===== config.mk =====
export PLATFORM = sky130hd
export DESIGN_NAME = game_flow_ctrl
export DESIGN_NICKNAME = d
export VERILOG_FILES = /design/src/rtl/game_pkg.sv /design/src/rtl/key_edge.sv /design/src/rtl/game_flow_ctrl.sv
export SDC_FILE = /design/constraint.sdc
export NUM_CORES = 1
export LEC_CHECK = 0
export ABC_AREA = 1
export BUFFER_PORTS_ARGS = -buffer_cell sky130_fd_sc_hd__buf_2
export CAP_MARGIN = 20
export CORE_AREA = 4 4 71 73
export CTS_BUF_LIST = sky130_fd_sc_hd__clkbuf_2
export DETAILED_ROUTE_END_ITERATION = 6
export DIE_AREA = 0 0 75 77
export RECOVER_POWER = 100
export SYNTH_ARGS = -nofsm -noshare
export SYNTH_HDL_FRONTEND = slang
export SYNTH_HIERARCHICAL = 1
export SYNTH_SLANG_ARGS = --single-unit

===== constraint.sdc =====
create_clock -name Clk -period 1.6 [get_ports Clk]
set_input_delay 0.16 -clock Clk [delete_from_list [all_inputs] [get_ports Clk]]
set_output_delay 0.16 -clock Clk [all_outputs]
set_load 0.01 [all_outputs]

===== src/rtl/game_pkg.sv =====
// Shared types and keycodes for the Pong game-flow controller.
package game_pkg;

  typedef enum logic [2:0] {
    START  = 3'd0,
    PLAY   = 3'd1,
    PAUSE  = 3'd2,
    LVL_UP = 3'd3,
    OVER   = 3'd4,
    WIN    = 3'd5
  } gf_state_t;

  localparam logic [7:0] KEY_SPACE = 8'h2C;
  localparam logic [7:0] KEY_P     = 8'h13;

endpackage


===== src/rtl/key_edge.sv =====
// Turns a level keycode into a single-cycle press pulse for one key.
module key_edge #(
  parameter logic [7:0] KEY = 8'h00
) (
  input  logic       Clk,
  input  logic       Reset,
  input  logic [7:0] keycode,
  output logic       press
);

  logic [7:0] key_prev_q;

  always_ff @(posedge Clk or posedge Reset) begin
    if (Reset) key_prev_q <= 8'h00;
    else       key_prev_q <= keycode;
  end

  // A held key matches on both sides, so only the first cycle counts.
  assign press = (keycode == KEY) && (key_prev_q != KEY);

endmodule


===== src/rtl/game_flow_ctrl.sv =====
// Game-flow FSM: title, play, pause, level-up banner, game over and win,
// with lives, per-level score and banner frame counter.
module game_flow_ctrl
  import game_pkg::*;
#(
  parameter int         NUM_LEVELS    = 4,
  parameter int         LVL_W         = 3,
  parameter int         SCORE_W       = 4,
  parameter int         PTS_PER_LVL   = 5,
  parameter int         LIVES         = 3,
  parameter int         BANNER_FRAMES = 60,
  parameter logic [7:0] START_KEY     = KEY_SPACE,
  parameter logic [7:0] PAUSE_KEY     = KEY_P
) (
  input  logic               Clk,
  input  logic               Reset,
  input  logic [7:0]         keycode,
  input  logic               frame_tick,
  input  logic               point_won,
  input  logic               point_lost,
  output logic [LVL_W-1:0]   cur_lvl,
  output logic [2:0]         game_state,
  output logic [SCORE_W-1:0] score,
  output logic [2:0]         lives,
  output logic               game_active,
  output logic               banner_on,
  output logic               game_over,
  output logic               game_won
);

  localparam int BCNT_W = $clog2(BANNER_FRAMES + 1);

  localparam logic [LVL_W-1:0]   LVL_LAST   = LVL_W'(NUM_LEVELS);
  localparam logic [SCORE_W-1:0] SCORE_LAST = SCORE_W'(PTS_PER_LVL - 1);
  localparam logic [SCORE_W-1:0] SCORE_FULL = SCORE_W'(PTS_PER_LVL);
  localparam logic [2:0]         LIVES_INIT = 3'(LIVES);
  localparam logic [BCNT_W-1:0]  BCNT_LAST  = BCNT_W'(BANNER_FRAMES - 1);

  logic start_press;
  logic pause_press;

  key_edge #(.KEY(START_KEY)) u_start_key (
    .Clk     (Clk),
    .Reset   (Reset),
    .keycode (keycode),
    .press   (start_press)
  );

  key_edge #(.KEY(PAUSE_KEY)) u_pause_key (
    .Clk     (Clk),
    .Reset   (Reset),
    .keycode (keycode),
    .press   (pause_press)
  );

  gf_state_t          state_q, state_d;
  logic [LVL_W-1:0]   lvl_q, lvl_d;
  logic [SCORE_W-1:0] score_q, score_d;
  logic [2:0]         lives_q, lives_d;
  logic [BCNT_W-1:0]  bcnt_q, bcnt_d;

  always_ff @(posedge Clk or posedge Reset) begin
    if (Reset) begin
      state_q <= START;
      lvl_q   <= '0;
      score_q <= '0;
      lives_q <= LIVES_INIT;
      bcnt_q  <= '0;
    end else begin
      state_q <= state_d;
      lvl_q   <= lvl_d;
      score_q <= score_d;
      lives_q <= lives_d;
      bcnt_q  <= bcnt_d;
    end
  end

  always_comb begin
    state_d = state_q;
    lvl_d   = lvl_q;
    score_d = score_q;
    lives_d = lives_q;
    bcnt_d  = bcnt_q;

    case (state_q)
      START: begin
        if (start_press) begin
          state_d = PLAY;
          lvl_d   = LVL_W'(1);
          score_d = '0;
          lives_d = LIVES_INIT;
        end
      end

      // A miss outranks a simultaneous score, and any point event swallows a pause.
      PLAY: begin
        if (point_lost) begin
          if (lives_q <= 3'd1) begin
            state_d = OVER;
            lives_d = 3'd0;
          end else begin
            lives_d = lives_q - 3'd1;
          end
        end else if (point_won) begin
          if (score_q == SCORE_LAST) begin
            if (lvl_q == LVL_LAST) begin
              state_d = WIN;
              score_d = SCORE_FULL;
            end else begin
              state_d = LVL_UP;
              lvl_d   = lvl_q + LVL_W'(1);
              score_d = '0;
              bcnt_d  = '0;
            end
          end else begin
            score_d = score_q + SCORE_W'(1);
          end
        end else if (pause_press) begin
          state_d = PAUSE;
        end
      end

      PAUSE: begin
        if (pause_press) state_d = PLAY;
      end

      LVL_UP: begin
        if (frame_tick) begin
          if (bcnt_q == BCNT_LAST) begin
            state_d = PLAY;
            bcnt_d  = '0;
          end else begin
            bcnt_d = bcnt_q + BCNT_W'(1);
          end
        end
      end

      OVER, WIN: begin
        if (start_press) begin
          state_d = START;
          lvl_d   = '0;
          score_d = '0;
          lives_d = LIVES_INIT;
        end
      end

      default: begin
        state_d = START;
        lvl_d   = '0;
        score_d = '0;
        lives_d = LIVES_INIT;
        bcnt_d  = '0;
      end
    endcase
  end

  assign cur_lvl     = lvl_q;
  assign game_state  = state_q;
  assign score       = score_q;
  assign lives       = lives_q;
  assign game_active = (state_q == PLAY);
  assign banner_on   = (state_q == LVL_UP);
  assign game_over   = (state_q == OVER);
  assign game_won    = (state_q == WIN);

endmodule


-- After elaboration in Yosys (flattened, before gate mapping)
Index checks and enable logic that the tools add are counted.
- bits in registers: 27
- input bits: 13
- output and inout port bits: 17
- logic and storage cells: 85
- add/sub/neg operators: 4
- order comparisons: 1
- equal/unequal tests: 26
- mux-type cells: 34
- bitwise gates (word level): 2
- reduce and logical (&&, ||, !) cells: 12
- operators with widths (cell ; count):
    3-bit 2-to-1 mux ; 19
    6-bit 2-to-1 mux ; 6
    6-bit case mux with 3 select lines ; 1
    4-bit 2-to-1 mux ; 4
    2-bit != test, second input constant ; 8
    3-bit case mux with 5 select lines ; 1
    3-bit case mux with 4 select lines ; 1
    4-bit case mux with 3 select lines ; 1
    3-bit equality test, second input constant ; 3
    3-bit case mux with 3 select lines ; 1
    8-bit by 5-bit equality test with 1-bit output, second input constant ; 1
    8-bit by 6-bit equality test with 1-bit output, second input constant ; 1
    4-bit by 3-bit != test with 1-bit output, second input constant ; 2
    8-bit by 5-bit != test with 1-bit output, second input constant ; 1
    8-bit by 6-bit != test with 1-bit output, second input constant ; 1
    8-bit AND reduction ; 1
    7-bit AND reduction ; 1
    6-bit by 1-bit adder with 6-bit output, second input constant ; 1
    3-bit by 2-bit equality test with 1-bit output, second input constant ; 2
    6-bit equality test, second input constant ; 1
    2-bit by 1-bit != test with 1-bit output, second input constant ; 3
    6-bit AND reduction ; 1
    4-bit by 1-bit adder with 4-bit output, second input constant ; 1
    4-bit by 3-bit equality test with 1-bit output, second input constant ; 1
    13 further kinds ; 16

-- Depth between registers and ports, before layout
Gate-level depths: netlist (run 1).
- depth in word-level cells: 6
- mapped depth: 12
- depth with buffers taken out: 12

-- By module
The synthesis (run 1) kept the hierarchy.
- by module, submodules not included (module ; instances ; cells an instance ; area an instance (sq um) ; seq. area each (sq um)):
    game_flow_ctrl ; 1 ; 174 ; 1338.8 ; 478.0
    key_edge ; 2 ; 31 ; 286.5 ; 200.2

-- Worst setup path before layout (run 1)
OpenSTA, ideal clock, no wires.
- path type: register -> register
- start point: reg score_q[0], in the netlist score[0]
- end point: reg bcnt_q[2]
- setup time: 0.118 ns
- data arrival time: 1.372 ns
- required time: 1.482 ns
- setup slack: 0.110 ns
- cell stages (with the launch flop): 9
- buffers on the path: 1
- period minus slack after synthesis: 1.490 ns
- cells stage by stage: dfrtp_1 > inv_1 > ha_1 > nand3b_1 > o21ai_2 > nand3_2 > buf_6 > nand2_1 > o21ai_2
- cells in the longest elaborated chain, start to end: 3
- RTL lines (item ; RTL line ; text):
    start: declaration ; game_flow_ctrl.sv:58 ; logic [SCORE_W-1:0] score_q, score_d;
    start signal: assignment ; game_flow_ctrl.sv:72 ; score_q <= score_d;
    4-bit by 3-bit equality test with 1-bit output ; game_flow_ctrl.sv:105 ; if (score_q == SCORE_LAST) begin
    2-bit by 1-bit != test with 1-bit output (no line) ; n/a ;
    6-bit AND reduction (no line) ; n/a ;
    end signal: assignment ; game_flow_ctrl.sv:74 ; bcnt_q <= bcnt_d;
    end: declaration ; game_flow_ctrl.sv:60 ; logic [BCNT_W-1:0] bcnt_q, bcnt_d;
Every way passes these cells.
A chain may end at the register's enable or synchronous reset.

-- Worst setup path in the final report (run 1)
- start point: reg state_q[0], in the netlist game_state[0]
- end point: reg bcnt_q[0]
- cells in the longest elaborated chain, start to end: 4
- elaborated cells between the ends (all ways): 15
- those cells by class: eq/ne: 10; mux: 1; bitwise: 1; reduce/logical: 3
- RTL lines (item ; RTL line ; text):
    start: declaration ; game_flow_ctrl.sv:56 ; gf_state_t state_q, state_d;
    start signal: assignment ; game_flow_ctrl.sv:70 ; state_q <= state_d;
    3-bit equality test, or another cell as far along ; game_flow_ctrl.sv:85 ; case (state_q)
    4-bit OR reduction (no line) ; n/a ;
    1-bit inverter (no line) ; n/a ;
    6-bit AND reduction (no line) ; n/a ;
Several ways; a longest one is shown, not always the timed one.

==> impl_metrics.sql, run 1 <==
INSERT INTO impl_metrics (metric_group, metric, value, unit) VALUES
('detailed_routing', 'route.top_layer_used', 'met4', ''),
('synth', 'synth_area_leaders', 'sky130_fd_sc_hd__dfrtp_1 43%, sky130_fd_sc_hd__nand2_1 11%, sky130_fd_sc_hd__inv_1 7.1%, sky130_fd_sc_hd__nor2_1 5.3%, sky130_fd_sc_hd__ha_1 4.6%', ''),
('cells_and_area', 'nets', '317', ''),
('pwr', 'power_density', '1372', 'mW/mm^2'),
('place', 'finalWeightedCongestion', '0.8366', ''),
('detailed_routing', 'avg_wl_per_cell', '11.45', 'um'),
('detailed_routing', 'wl_met1', '1750', 'um'),
('critical_path', 'critPathLaunchType', 'register', ''),
('place', 'post-place-cells', '320', ''),
('floorplan', 'rows', '24', ''),
('floorplan', 'die_extent_in_y', '77', 'um'),
('timing', 'rsz_0062_raised_after_global_routing', 'true', ''),
('clock_network', 'root_buffer', 'sky130_fd_sc_hd__clkbuf_2', ''),
('global_routing', 'global_route.overflow_total', '0', ''),
('pwr', 'leakage', '1.254', 'nW'),
('cells_and_area', 'diodes', '0', ''),
('timing', 'timing.final.ws_setup', '72.28', 'ps'),
('detailed_routing', 'drt_iter0_drcs', '57', ''),
('timing', 'setup_viol_count_final', '0', ''),
('pwr', 'seq_power_share', '36.1', '%'),
('detailed_routing', 'met2RoutedLength', '1973', 'um'),
('floorplan', 'boundaryPins', '30', ''),
('critical_path', 'r2r-end', 'bcnt_q[0]$_DFFE_PP0P_', ''),
('cells_and_area', 'fin_area', '0.002434', 'sq mm'),
('timing', 'timing.max_slew.rel_slack', '27.98', '%'),
('clock_network', 'clk_pin_slew', '180', 'ps'),
('synth', 'yosys.area.top_type', 'sky130_fd_sc_hd__dfrtp_1', ''),
('floorplan', 'fp.coreArea', '0.004354', 'sq mm'),
('timing', 'max_freq', '654.6', 'MHz'),
('critical_path', 'endpoint_kind', 'register', ''),
('synth', 'yosys_warnings', '6', ''),
('critical_path', 'crit_type', 'register to register', ''),
('synth', 'synth_cell_types', '28', ''),
('detailed_routing', 'route.final.wire_length', '4009', 'um'),
('timing', 'timing.final.hold_violations', '0', ''),
('place', 'port_buffers', '29', ''),
('synth', 'synth_seq_cells', '35', ''),
('cells_and_area', 'area_growth_syn_to_layout', '27.29', '%'),
('critical_path', 'worstPathRequired', '1870', 'ps'),
('critical_path', 'cp_cell_sequence', 'inv_2 -> nor2_8 -> buf_4 -> a21oi_2 -> nand3_4 -> nand2_1 -> o21ai_2', ''),
('timing', 'finalMaxSlewViolations', '0', ''),
('critical_path', 'reg2reg_slack', '70', 'ps'),
('synth', 'synthesized_nets', '256', ''),
('critical_path', 'max_stage_delay', '510', 'ps'),
('place', 'dp_worst_setup_slack', '-21.64', 'ps'),
('cells_and_area', 'final_core_util', '55.89', '%'),
('clock_network', 'cts_max_level', '2', ''),
('pwr', 'netSwitchingPower', '1.491', 'mW'),
('critical_path', 'reg2reg_depth', '7', ''),
('timing', 'finalWorstPathRequiredPeriod', '1528', 'ps'),
('synth', 'syn-instance-count', '236', ''),
('clock_network', 'cts_buffer_depth', '2', ''),
('floorplan', 'die_w', '75', 'um'),
('status', 'outcome', 'complete, no violations', ''),
('pwr', 'internal_power', '1.847', 'mW'),
('detailed_routing', 'pre_antenna_drt_iters', '4', ''),
('pwr', 'power.share.clock', '11.5', '%'),
('floorplan', 'die_area', '0.005775', 'sq mm'),
('job', 'max_cap_violations', '0', ''),
('synth', 'synth.cell_area', '0.001912', 'sq mm'),
('clock_network', 'tritoncts', 'yes', ''),
('clock_network', 'cts-buffers-inserted', '5', ''),
('hold_path', 'hold_path.class', 'input port to register', ''),
('global_routing', 'maximum_number_of_pins_on_one_net_before_global_route_repair', '20', ''),
('global_routing', 'first_global_vias', '1557', ''),
('global_routing', 'grt_use_total', '14.71', '%'),
('cells_and_area', 'finalNonFillerCells', '350', ''),
('clock_network', 'tritoncts_num_sinks', '35', ''),
('cells_and_area', 'post_route_cells_drive_above_1_share', '28.86', '%'),
('pwr', 'switching_share', '44.67', '%'),
('critical_path', 'endpoint', 'bcnt_q[0]$_DFFE_PP0P_', '');
cell families after synthesis:
logic type | share of synthesized area, %
adder cells (fa/ha/maj) | 4.581
XOR/XNOR | 1.833
flip-flops | 45.94
AND/OR/NAND/NOR | 30.50
buffers and inverters | 9.162
AO/OA/AOI/OAI | 7.984
through the flow:
step	hold slack, ps	setup TNS, ps
3_3_place_gp	145.4	0
4_1_cts	158.3	0
5_1_grt	180.9	-188.2
3_5_place_dp	136.5	-36.75
6_report	197.2	0
2_1_floorplan	-24.34	0
worst min-delay path by stage:
stage	from	endpoint	slack, ps	cells after the start
6_report	point_lost	lives[1]$_DFFE_PP1P_	200	4
2_1_floorplan	Reset	u_pause_key/key_prev_q[0]$_DFF_PP0_	-20	1
5_1_grt	point_lost	lives[1]$_DFFE_PP1P_	180	4
3_5_place_dp	Reset	u_pause_key/key_prev_q[5]$_DFF_PP0_	140	2
4_1_cts	point_lost	lives[1]$_DFFE_PP1P_	160	4
3_3_place_gp	Reset	u_pause_key/key_prev_q[4]$_DFF_PP0_	150	2
cells in the final DEF, fill, tap and decap left out, drive strengths merged:
master and instances:
o21bai 1, clkinv 2, dfrtp 33, a21oi 5, a22oi 1, dlygate4sd3 9
clkbuf 16, ha 7, buf 36, nand3b 3, inv 40, nand3 20
nand4 3, xnor2 1, xor2 3, nand2 63, or2 2, nor2 32
clkinvlp 1, o21ai 18, dfstp 2
critical path: cells and delay by family, from the launching register on:
family                 cells  cell delay (ps)
AND/OR/NAND/NOR            3              370
AO/OA/AOI/OAI              2              210
flip-flops                 1              510
buffers and inverters      2              320
power groups by stage:
stage               logic (mW)  registers, mW  clock network [mW]
floorplan                0.982           1.24                   0
global placement          1.39           1.21                   0
detailed placement        1.40           1.22                   0
CTS                       1.49           1.19               0.413
global route              1.98           1.23               0.445
finish                    1.75           1.20               0.384
flip-flops by register name, indices dropped and copies added (netlist names):
| name | cells |
|---|---|
| bcnt_q | 6 |
| cur_lvl | 3 |
| game_state | 3 |
| lives | 3 |
| score | 4 |
| u_pause_key/key_prev_q | 8 |
| u_start_key/key_prev_q | 8 |
cell type report:
| type | count | area [sq um] |
|---|---|---|
| Tap cell | 52 | 65.06 |
| Timing Repair Buffer | 56 | 360.3 |
| Sequential cell | 35 | 882.1 |
| Clock buffer | 5 | 25.02 |
| Inverter | 40 | 155.1 |
| Clock inverter | 3 | 15.01 |
| Fill cell | 421 | 1921 |
| Multi-Input combinational cell | 159 | 930.9 |
cells in the mapped netlist (all sizes together):
cell and n:
a22oi 1, or2 2, ha 7, nor2 32, a21oi 5, dfrtp 33
nand2 63, nand3b 3, nand4 3, o21ai 18, inv 40, nand3 20
xnor2 1, xor2 3, o21bai 1, buf 2, dfstp 2
layer usage:
layer / vias to the layer above / global-route usage [%]
li1: 859 / -
met1: 758 / 18.34
met2: 36 / 23.61
met3: 7 / 4.706
met4: 0 / 4.982
met5: - / 0
timing repair:
item,CTS,global route
pin swaps,1,10
setup buffers,1,12
gates cloned,0,0
hold buffers,9,0
setup endpoints to repair,10,18
endpoints found under the hold margin,49,0
gates resized for setup,5,22
(Power assumes the default switching activity.)
==> run 2, diff against run 1 <==
--- a/config.mk
+++ b/config.mk
@@ -8,10 +8,10 @@
 export ABC_AREA = 1
 export BUFFER_PORTS_ARGS = -buffer_cell sky130_fd_sc_hd__buf_2
 export CAP_MARGIN = 20
-export CORE_AREA = 4 4 71 73
+export CORE_AREA = 4 4 79 81
 export CTS_BUF_LIST = sky130_fd_sc_hd__clkbuf_2
 export DETAILED_ROUTE_END_ITERATION = 6
-export DIE_AREA = 0 0 75 77
+export DIE_AREA = 0 0 83 85
 export RECOVER_POWER = 100
 export SYNTH_ARGS = -nofsm -noshare
 export SYNTH_HDL_FRONTEND = slang
==> run 2 against run 1 <==
Net effect:
- core utilization decreased by 9.9 points
- final cell count is 8.0% higher
- global-route usage is 2.4 points lower
- highest routed layer unchanged
==> impl_metrics.sql, run 2 (synthesized netlist as in run 1, its figures left out) <==
INSERT INTO impl_metrics (metric_group, metric, value, unit) VALUES
('floorplan', 'rows', '27', ''),
('timing', 'rsz_0062_raised_after_global_routing', 'true', ''),
('timing', 'hold_ws', '131.5', 'ps'),
('timing', 'finalWorstPathRequiredPeriod', '1558', 'ps'),
('clock_network', 'tritoncts', 'yes', ''),
('detailed_routing', 'vias', '1695', ''),
('timing', 'setup_viol_count_final', '0', ''),
('timing', 'timing.final.hold_violations', '0', ''),
('clock_network', 'clk_latency', '380', 'ps'),
('detailed_routing', 'route.final.wire_length', '4244', 'um'),
('place', 'finalWeightedCongestion', '0.7916', ''),
('floorplan', 'die_w', '83', 'um'),
('pwr', 'internal_power', '2.028', 'mW'),
('global_routing', 'antenna_found_initial', '0', ''),
('pwr', 'vdd_drop_max', '0.0005485', 'V'),
('critical_path', 'worstPathRequired', '1870', 'ps'),
('timing', 'max_freq', '641.9', 'MHz'),
('detailed_routing', 'post_drt_via_cell_ratio', '4.484', ''),
('detailed_routing', 'pre_antenna_drt_iters', '4', ''),
('critical_path', 'endpoint_kind', 'register', ''),
('detailed_routing', 'drc_errors', '0', ''),
('pwr', 'comb_power_share', '51.5', '%'),
('cells_and_area', 'mostFrequentLayoutCell', 'sky130_fd_sc_hd__nand2_1', ''),
('critical_path', 'worst_path_fanout_max', '12', ''),
('global_routing', 'maximum_number_of_pins_on_one_net_before_global_route_repair', '20', ''),
('detailed_routing', 'postRouteAntennaNets', '0', ''),
('cells_and_area', 'diodes', '0', ''),
('critical_path', 'crit_type', 'register to register', ''),
('floorplan', 'die_extent_in_y', '85', 'um'),
('cells_and_area', 'nets', '326', ''),
('status', 'outcome', 'complete, no violations', ''),
('timing', 'period_share', '97.37', '%'),
('cells_and_area', 'area_growth_syn_to_layout', '31.54', '%'),
('floorplan', 'start_util', '34.93', '%'),
('global_routing', 'grt_use_total', '12.33', '%'),
('place', 'port_buffers', '29', ''),
('cells_and_area', 'commonest_cells_after_routing_fill_and_taps_aside', '58 x sky130_fd_sc_hd__nand2_1, 35 x sky130_fd_sc_hd__inv_1, 31 x sky130_fd_sc_hd__dfrtp_1, 27 x sky130_fd_sc_hd__buf_4, 22 x sky130_fd_sc_hd__nor2_1', ''),
('clock_network', 'cts_buffer_depth', '2', ''),
('timing', 'timing_worst_slew_pin_value', '1048', 'ps'),
('floorplan', 'die_area', '0.007055', 'sq mm'),
('hold_path', 'hold_path.class', 'input port to register', ''),
('pwr', 'power.share.clock', '15.9', '%'),
('critical_path', 'critPathLaunchType', 'register', ''),
('cells_and_area', 'final_core_util', '45.95', '%'),
('critical_path', 'reg2reg_slack', '40', 'ps'),
('cells_and_area', 'finalNonFillerCells', '378', ''),
('detailed_routing', 'drt_iter0_drcs', '72', ''),
('timing', 'setup-tns-final', '0', 'ps'),
('detailed_routing', 'avg_wl_per_cell', '11.23', 'um'),
('global_routing', 'global_route.overflow_total', '0', ''),
('clock_network', 'clk_pin_slew', '200', 'ps'),
('pwr', 'power_density', '1399', 'mW/mm^2'),
('critical_path', 'crit_arrival', '1830', 'ps'),
('pwr', 'netSwitchingPower', '1.490', 'mW'),
('pwr', 'finalPower', '3.518', 'mW'),
('clock_network', 'cts_max_level', '2', ''),
('clock_network', 'cts-buffers-inserted', '5', ''),
('clock_network', 'root_buffer', 'sky130_fd_sc_hd__clkbuf_2', ''),
('pwr', 'seq_power_share', '32.6', '%'),
('place', 'place.detailed.hpwl', '3047', 'um'),
('cells_and_area', 'post_route_cells_drive_above_1_share', '27.12', '%'),
('global_routing', 'first_global_vias', '1665', ''),
('global_routing', 'grt_first_pass_wirelength', '7217', 'um'),
('pwr', 'leakage', '1.299', 'nW'),
('place', 'post-place-cells', '352', ''),
('timing', 'finalMaxSlewViolations', '0', ''),
('clock_network', 'tritoncts_num_sinks', '35', ''),
('floorplan', 'boundaryPins', '30', ''),
('floorplan', 'fp.coreArea', '0.005473', 'sq mm'),
('cells_and_area', 'largest_registers', 'u_pause_key/key_prev_q: 8 flops, u_start_key/key_prev_q: 8 flops, bcnt_q: 6 flops', ''),
('timing', 'timing.clock.skew', '20.49', 'ps'),
('job', 'max_cap_violations', '0', ''),
('pwr', 'switching_share', '42.34', '%'),
('timing', 'timing.max_slew.rel_slack', '30.13', '%');
[run 2: cell types whose count changed in the layout (fill, tap and decap cells not counted), sizes merged]
cell / before / now
clkbuf: 16 / 20
clkinv: 2 / 0
dlygate4sd3: 9 / 8
clkdlybuf4s25: 0 / 1
bufinv: 0 / 1
buf: 36 / 41
[run 2: timing repair]
item                                    in CTS  in global routing
gates cloned                                 0                  0
endpoints found under the setup margin       3                 21
hold buffers                                 9                  0
hold endpoints to repair                    49                  0
gates resized for setup                      1                 19
pin swaps                                    0                  9
buffers inserted                             2                 10
[run 2: path summary, 6_finish.rpt]
path / from / end / depth (start not counted)
min in group asynchronous: Reset / u_pause_key/key_prev_q[7]$_DFF_PP0_ / 3
worst max register to register: game_state[1]$_DFFE_PP0P_ / bcnt_q[2]$_DFFE_PP0P_ / 8
worst max-delay path: game_state[1]$_DFFE_PP0P_ / bcnt_q[2]$_DFFE_PP0P_ / 8
worst min-delay path: keycode[5] / u_pause_key/key_prev_q[5]$_DFF_PP0_ / 1
worst min register to register: lives[1]$_DFFE_PP1P_ / lives[1]$_DFFE_PP1P_ / 2
max in group asynchronous: Reset / game_state[0]$_DFFE_PP0P_ / 4
[run 2: metrics by stage]
step                setup WS (ps)  area, sq um
floorplan                   110.0         1912
global placement            92.09         2252
detailed placement          70.54         2252
CTS                         3.875         2421
global route               -63.36         2515
finish                      42.08         2515
[run 2: per-layer routing]
| layer | routed length, um | vias to the layer above | track usage (%) | part of all wire, % |
|---|---|---|---|---|
| met5 | 0 | - | 0 | 0 |
| met2 | 2072 | 29 | 20.63 | 49 |
| li1 | - | 877 | - | - |
| met3 | 160 | 6 | 3.204 | 3.8 |
| met1 | 1952 | 783 | 15.50 | 46 |
| met4 | 59 | 0 | 4.160 | 1.4 |
[run 2: final cells by class]
cell class | instances | area (sq um)
sequential | 35 | 880.8
fill | 571 | 2958
clock inverter | 2 | 37.54
inverter | 40 | 152.6
timing repair buffer | 65 | 425.4
clock buffer | 5 | 25.02
multi-input combinational | 159 | 903.4
tap | 72 | 90.09
[run 2: power groups by stage]
stage / Clock, mW / Sequential (mW) / Combinational [mW]
after floorplan: 0 / 1.24 / 0.982
after global placement: 0 / 1.18 / 1.57
after detailed placement: 0 / 1.19 / 1.58
after CTS: 0.573 / 1.16 / 1.64
after global routing: 0.607 / 1.17 / 2.03
final: 0.560 / 1.15 / 1.81
[run 2: worst max-delay path, cell delays in order, from the launching register on]
cell and delay (ps):
sky130_fd_sc_hd__dfrtp_2 480, sky130_fd_sc_hd__buf_4 150, sky130_fd_sc_hd__nand2_4 100, sky130_fd_sc_hd__nor2_8 50
sky130_fd_sc_hd__buf_4 140, sky130_fd_sc_hd__a21oi_2 160, sky130_fd_sc_hd__nand3_4 190, sky130_fd_sc_hd__nand2_1 130
sky130_fd_sc_hd__o21ai_2 50
